$ cat src/rtl/pipe_hazard_ctrl.sv
// pipe_hazard_ctrl: prioritised stall/flush sequencer for the 5-stage pipeline (optional perf counters via PERF_COUNT_EN)
module pipe_hazard_ctrl #(
  parameter logic [31:0] NOHALT_CODE = 32'h22,
  parameter int          MDU_LAT     = 4,
  parameter int          CNT_W       = 32
) (
  input  logic             clk,
  input  logic             rst,
  input  logic             go,
  input  logic             load_use,
  input  logic             branch_taken,
  input  logic             jmp_ex,
  input  logic             syscall_ex,
  input  logic [31:0]      syscall_code,
  input  logic             mdu_start,
  output logic             pc_en,
  output logic             if_id_en,
  output logic             if_id_flush,
  output logic             id_ex_en,
  output logic             id_ex_flush,
  output logic             ex_mem_flush,
  output logic             halted,
  output logic [CNT_W-1:0] cnt_cycle,
  output logic [CNT_W-1:0] cnt_branch,
  output logic [CNT_W-1:0] cnt_jmp,
  output logic [CNT_W-1:0] cnt_load_use,
  output logic [CNT_W-1:0] cnt_stall
);
  localparam logic [1:0] RUN = 2'd0, MDU_WAIT = 2'd1, HALT = 2'd2, RESUME = 2'd3;
  localparam int MW = $clog2(MDU_LAT + 1);
  localparam logic LONG_MDU = MDU_LAT > 2;
  if (MDU_LAT < 2) begin : g_bad_lat
    $error("MDU_LAT must be >= 2");
  end
  logic [1:0] state, state_nx;
  logic [MW-1:0] mdu_cnt, mdu_cnt_nx;
  logic go_q, go_rise, halt_req, mdu_stall, freeze, redirect, lu_stall;
  always_comb begin
    go_rise   = go & ~go_q;
    halt_req  = (state == RUN) & syscall_ex & (syscall_code != NOHALT_CODE);
    mdu_stall = (state == MDU_WAIT) | ((state == RUN) & mdu_start & ~halt_req);
    freeze    = (state == HALT) | halt_req | mdu_stall;
    redirect  = ~freeze & (branch_taken | jmp_ex);
    lu_stall  = ~freeze & ~redirect & load_use;
    pc_en        = ~rst & ~freeze & ~lu_stall;
    if_id_en     = ~rst & ~freeze & ~lu_stall;
    id_ex_en     = ~rst & ~freeze;
    if_id_flush  = rst | redirect;
    id_ex_flush  = rst | redirect | lu_stall;
    ex_mem_flush = rst | freeze;
    halted       = ~rst & (state == HALT);
    // the mdu_start cycle is itself a stall, so MDU_WAIT covers the remaining MDU_LAT-2 cycles
    state_nx = (state == RUN)      ? (halt_req ? HALT : (mdu_start & LONG_MDU) ? MDU_WAIT : RUN) :
               (state == MDU_WAIT) ? ((mdu_cnt <= MW'(1)) ? RUN : MDU_WAIT) :
               (state == HALT)     ? (go_rise ? RESUME : HALT) : RUN;
    mdu_cnt_nx = ((state == RUN) & ~halt_req & mdu_start) ? MW'(MDU_LAT - 2) :
                 ((state == MDU_WAIT) & (mdu_cnt > MW'(1))) ? mdu_cnt - MW'(1) : '0;
  end
  always_ff @(posedge clk) begin
    if (rst) begin
      state   <= RUN;
      mdu_cnt <= '0;
      go_q    <= 1'b0;
    end else begin
      state   <= state_nx;
      mdu_cnt <= mdu_cnt_nx;
      go_q    <= go;
    end
  end
`ifdef PERF_COUNT_EN
  always_ff @(posedge clk) begin
    if (rst) begin
      cnt_cycle    <= '0;
      cnt_branch   <= '0;
      cnt_jmp      <= '0;
      cnt_load_use <= '0;
      cnt_stall    <= '0;
    end else begin
      cnt_cycle    <= cnt_cycle + CNT_W'(state != HALT);
      cnt_branch   <= cnt_branch + CNT_W'(redirect & branch_taken);
      cnt_jmp      <= cnt_jmp + CNT_W'(redirect & jmp_ex);
      cnt_load_use <= cnt_load_use + CNT_W'(lu_stall);
      cnt_stall    <= cnt_stall + CNT_W'(mdu_stall);
    end
  end
`else
  assign cnt_cycle    = '0;
  assign cnt_branch   = '0;
  assign cnt_jmp      = '0;
  assign cnt_load_use = '0;
  assign cnt_stall    = '0;
`endif
endmodule

$ cat config.mk
export PLATFORM = sky130hd
export DESIGN_NAME = pipe_hazard_ctrl
export DESIGN_NICKNAME = d
export VERILOG_FILES = /design/src/rtl/pipe_hazard_ctrl.sv
export SDC_FILE = /design/constraint.sdc
export NUM_CORES = 1
export LEC_CHECK = 0
export ABC_AREA = 1
export BUFFER_PORTS_ARGS = -buffer_cell sky130_fd_sc_hd__buf_4
export CELL_PAD_IN_SITES_DETAIL_PLACEMENT = 1
export CELL_PAD_IN_SITES_GLOBAL_PLACEMENT = 2
export CORE_ASPECT_RATIO = 0.75
export CORE_MARGIN = 2
export CORE_UTILIZATION = 14
export DETAILED_ROUTE_END_ITERATION = 16
export PLACE_DENSITY_LB_ADDON = 0.2
export SLEW_MARGIN = 10
export SYNTH_ARGS = -nofsm -noshare
export SYNTH_HDL_FRONTEND = slang
export SYNTH_SLANG_ARGS = --single-unit
$ cat constraint.sdc
create_clock -name clk -period 1.4 [get_ports clk]
set_input_delay 0.28 -clock clk [delete_from_list [all_inputs] [get_ports clk]]
set_output_delay 0.28 -clock clk [all_outputs]
set_load 0.01 [all_outputs]
Word-level counts from Yosys, hierarchy flattened
Cells that the tools add are included.
W data, S select, Z words.
Operators by class
  $add $sub $neg: 1
  order comparisons: 2
  equality and inequality tests: 3
  multiplexer cells: 9
  bitwise operators: 28
  reduce and logical (&&, ||, !) cells: 2
Operators with widths (number)
  $ne A32 B6 Y1 const B: 1
  $and A1 B1 Y1: 14
  $mux W2: 6
  $not A1 Y1: 7
  $or A1 B1 Y1: 7
  $gt A3 B1 Y1 const B: 1
  $le A3 B1 Y1 const B: 1
  $mux W1: 3
  $reduce_or A3 Y1: 1
  $sub A3 B1 Y3 const B: 1
  $eq A2 B1 Y1 const B: 1
  $eq A2 B2 Y1 const B: 1
  $logic_not A2 Y1: 1
Word-level totals
  bits in registers: 6
  output and inout bits: 167

Logic depth before layout (Yosys ltp)
  depth after elaboration: 14
  depth in mapped cells: 10
  gate-level depth less buffers: 9

Worst setup path after synthesis
No wires, ideal clock.
  path type: in2out
  from: input port syscall_code[16]
  to: output port pc_en
  data arrival time: 1.168 ns
  data required time: 1.120 ns
  path slack: -0.048 ns
  stages: 10
  cell sequence: inv_1 nand2_1 nor2_1 nand2_1 nor2_1 nand2_1 nand2_2 nand3_2 nor2_2 buf_4
On the way
  longest elaborated chain between the ends: 13
  elaborated cells on any way between the ends: 15
RTL lines
  from (decl): line 14  | input logic [31:0] syscall_code,
  $ne A32 B6 Y1 (*): line 40  | halt_req = (state == RUN) & syscall_ex & (syscall_code != NOHALT_CODE);
  $and A1 B1 Y1 (*): line 40
  $not A1 Y1: line 41  | mdu_stall = (state == MDU_WAIT) | ((state == RUN) & mdu_start & ~halt_req);
  $and A1 B1 Y1: line 41
  $or A1 B1 Y1: line 41
  $or A1 B1 Y1 (*): line 42  | freeze = (state == HALT) | halt_req | mdu_stall;
  $not A1 Y1 (*)
  $and A1 B1 Y1: line 43  | redirect = ~freeze & (branch_taken | jmp_ex);
  $not A1 Y1: line 44  | lu_stall = ~freeze & ~redirect & load_use;
  $and A1 B1 Y1 (2 in a row): line 44
  $not A1 Y1
  $and A1 B1 Y1 (*)
  to (decl): line 16  | output logic pc_en,
Every way passes the cells marked *; elsewhere a longest branch is shown, timed or not.

Final worst setup path
  from: register state[1]
  to: output port pc_en
On the way
  longest elaborated chain between the ends: 14
  elaborated cells on any way between the ends: 19
RTL lines
  from (decl): line 35  | logic [1:0] state, state_nx;
  from (signal assigned): line 65  | state <= state_nx;
  $logic_not A2 Y1: line 40, 41
  $and A1 B1 Y1 (2 in a row): line 40
  $not A1 Y1: line 41
  $and A1 B1 Y1: line 41
  $or A1 B1 Y1: line 41
  $or A1 B1 Y1 (*): line 42
  $not A1 Y1 (*): line 43, 44, 45
  $and A1 B1 Y1: line 43
  $not A1 Y1: line 44
  $and A1 B1 Y1 (2 in a row): line 44
  $not A1 Y1: line 45  | pc_en = ~rst & ~freeze & ~lu_stall;
  $and A1 B1 Y1 (*): line 45
Marks and branches as above.

==> impl_results.md <==
* CTS Buf Count at 3
* Final worst slack at -0.2185 ns
* Biggest area consumer among synthesized cells: buf_4
* R2r startpoint: state[1]$_SDFF_PP0_
* Cells after Synth at around 270
* Sequential area share after synthesis at 6.704%
* Worst setup path start: state[1]$_SDFF_PP0_
* Site row count at 35
* H-tree depth at 1
* Yosys warns at 0
* Die area at between 10,000 and 15,000 sq um
* Clock Pin Slew Worst Setup and Hold Paths at about 0.03 ns
* Placer Congestion at about 0.64
* Ant. Diodes at 0
* Die H at 102.0 um
* Commonest cells in the synthesized netlist: buf_4 (161), inv_1 (40), nand2_1 (22), nor2_1 (21), dfxtp_1 (6)
* Layout cells sized above 1 at 26.69%
* Status: finished with violations
* Post-Synth XOR/XNOR Area at 0.4888%
* Worst Path Max Fanout at 3
* CTS Hold Bufs at 0
* Initial DRC count at 12
* Drt pass-1 iters at 2
* Util after Layout at 16.02%
* Avg Inst Size Synth at 6.587 sq um
* # setup viols final at 7
* Post-synthesis simple-gate area fraction at between 10% and 20%
* Synthesized area at between 1500 and 2000 sq um
* Max Root-Sink Buffers at 2
* # port buffers at 46
* Share of the synthesized area in the top cell type at slightly below 70%
* Overflow after GRT at 0
* Max Clock Skew at 0.0002924 ns
* Power per cell area at 600.3 nW/um^2
* Total number of vias at roughly 1,200
* Post-synthesis mux area share at 0%
* Clk_lat worst skew at 0.23 ns
* GRT Util Overall at 3.924%
* Largest cells by area after synthesis: buf_4 (67%), inv_1 (8.4%), dfxtp_1 (6.7%), nand2_1 (4.6%), nor2_1 (4.4%)
* WP data arrival at 1.34 ns
* CTS tree: yes
* Core Region at around 12,000 sq um
* HP Start: rst
* Leak at 0.001204 uW
* Worst reg2reg endpoint: mdu_cnt[1]$_SDFF_PP0_
* Post-Route WL at 3.503 mm
* Internal reg-to-reg setup slack at 0.17 ns
* DR WL/cell at between 7 and 8 um
* Pin count of the biggest net entering global routing at 7
* Combinational family with the most area after synthesis: buffers and inverters
* Root Buffer: clkbuf_16
* Hold slack final at 0.2541 ns
* Layout Nets at 370
* Violated checks: negative setup slack
* R2R depth at 8
* Main synth FF type: dfxtp_1
* Fin. max-slew vios at 0
* EDFF count, synth at 0
* CTS Sinks at 6
* Crit Path Class: register to primary output
* Post-synth ARST share at 0%
* Ports at 207
* RSZ-0062 raised after global routing: true
* #FFs+latches synth at 6
* Fin crit period at 1.619 ns
* Pre-CTS WS at -0.2608 ns
* Initial antenna violation count at 0
* Endpoints failing hold at 0
* Adder-cell share of the synthesized area at 1.397%
* ANT nets after route at 0
* Starting Density at 14.46%
* Worst setup path end: pc_en
* Chip Width at 134.6 um
* Vias in the first global route at 904
* Top-count cell post-synth: buf_4
* First-pass GRT wire length at 4.347 mm
* VDD IR max at 240.0 uV
* Hold Path Class: input port to register
* Complex-gate fraction of the synthesized area at between 1.5 and 2%
* Synth cell types at 20
* Layout area overhead at 10.82%
* Drt drc at 0
* Worst setup EP type: primary output
* Final period util at 115.6%
* WP data required at ~1.1 ns
* DPL Wire Length at around 3.2 mm
* Max-cap violations at 0
* Fmax at between 600 and 700 MHz
* Vias per cell at ~2.4
* Worst Setup Start Kind: register
-- layout by cell type, fill, tap and decap left out, drive strengths merged --
cell    count
xnor2       1
and2        1
o21ai       2
conb      160
nand3       5
ha          2
nor2       24
nor3        1
dfxtp       6
nand2      24
buf        53
clkbuf      3
inv        41
o31ai       1
a21oi       2
-- worst min-delay path by stage --
stage               slack, ns                    end  cells past startpoint
floorplan                0.35    state[0]$_SDFF_PP0_                      1
global placement         0.45  mdu_cnt[0]$_SDFF_PP0_                      1
detailed placement       0.48  mdu_cnt[0]$_SDFF_PP0_                      1
CTS                      0.26    state[0]$_SDFF_PP0_                      2
global route             0.26    state[0]$_SDFF_PP0_                      2
finish                   0.25    state[0]$_SDFF_PP0_                      2
-- final cells by class --
class	instances	area (sq um)
inverter	41	158.9
sequential	6	127.6
tap	166	207.7
clock buffer	3	75.07
multi-input combinational	223	999.7
fill	1580	10410
timing repair buffer	53	416.7
-- cells by family after synthesis --
| kind of cell | after synthesis |
|---|---|
| buffers and inverters | 202 |
| and+or+nand+nor | 55 |
| DFF | 6 |
| AOI/OAI and AO/OA | 5 |
| adders and majority gates | 2 |
| xor gates and xnor gates | 1 |
| other | 1 |
-- timing repair --
item / CTS / global route
gates cloned: 0 / 0
resized for setup: 15 / 25
endpoints found under the setup margin: 6 / 8
buffers inserted: 2 / 1
pin swaps: 7 / 17
-- per-layer routing --
metal	global-route usage [%]	part of all wire [%]	vias up
met1	4.883	36	520
met4	1.700	0.83	0
met3	0.5456	11	2
met5	0	0	-
li1	-	-	576
met2	6.833	52	94
-- stage by stage --
stage / cells / cell area (sq um) / setup TNS (ns) / power (uW)
6_report: 492 / 1986 / -1.075 / 1192
5_1_grt: 492 / 1986 / -1.668 / 1277
4_1_cts: 491 / 1904 / -1.154 / 1167
3_5_place_dp: 486 / 1782 / -1.367 / 667.3
3_3_place_gp: 486 / 1782 / -1.569 / 666.9
2_1_floorplan: 431 / 2407 / 0 / 844.0
-- flip-flops by register name (all words and copies together) (netlist names) --
name     flops
mdu_cnt      3
go_q         1
state        2
-- where the power goes --
| part | switching, uW | internal (uW) | total, uW | leakage, uW |
|---|---|---|---|---|
| Clock | 92.3 | 366 | 459 | 0.0000370 |
| Sequential | 11.1 | 184 | 195 | 0.0000505 |
| Combinational | 351 | 188 | 538 | 0.00112 |
-- critical path, stage by stage (launching register included) --
cell and delay, ns:
dfxtp_4 0.36, inv_4 0.05, nand2_4 0.08, nor2_4 0.04, nor3_4 0.19, nand3_4 0.13
nor2_4 0.15, buf_6 0.11
No activity file was read; power rests on OpenSTA's default activity.
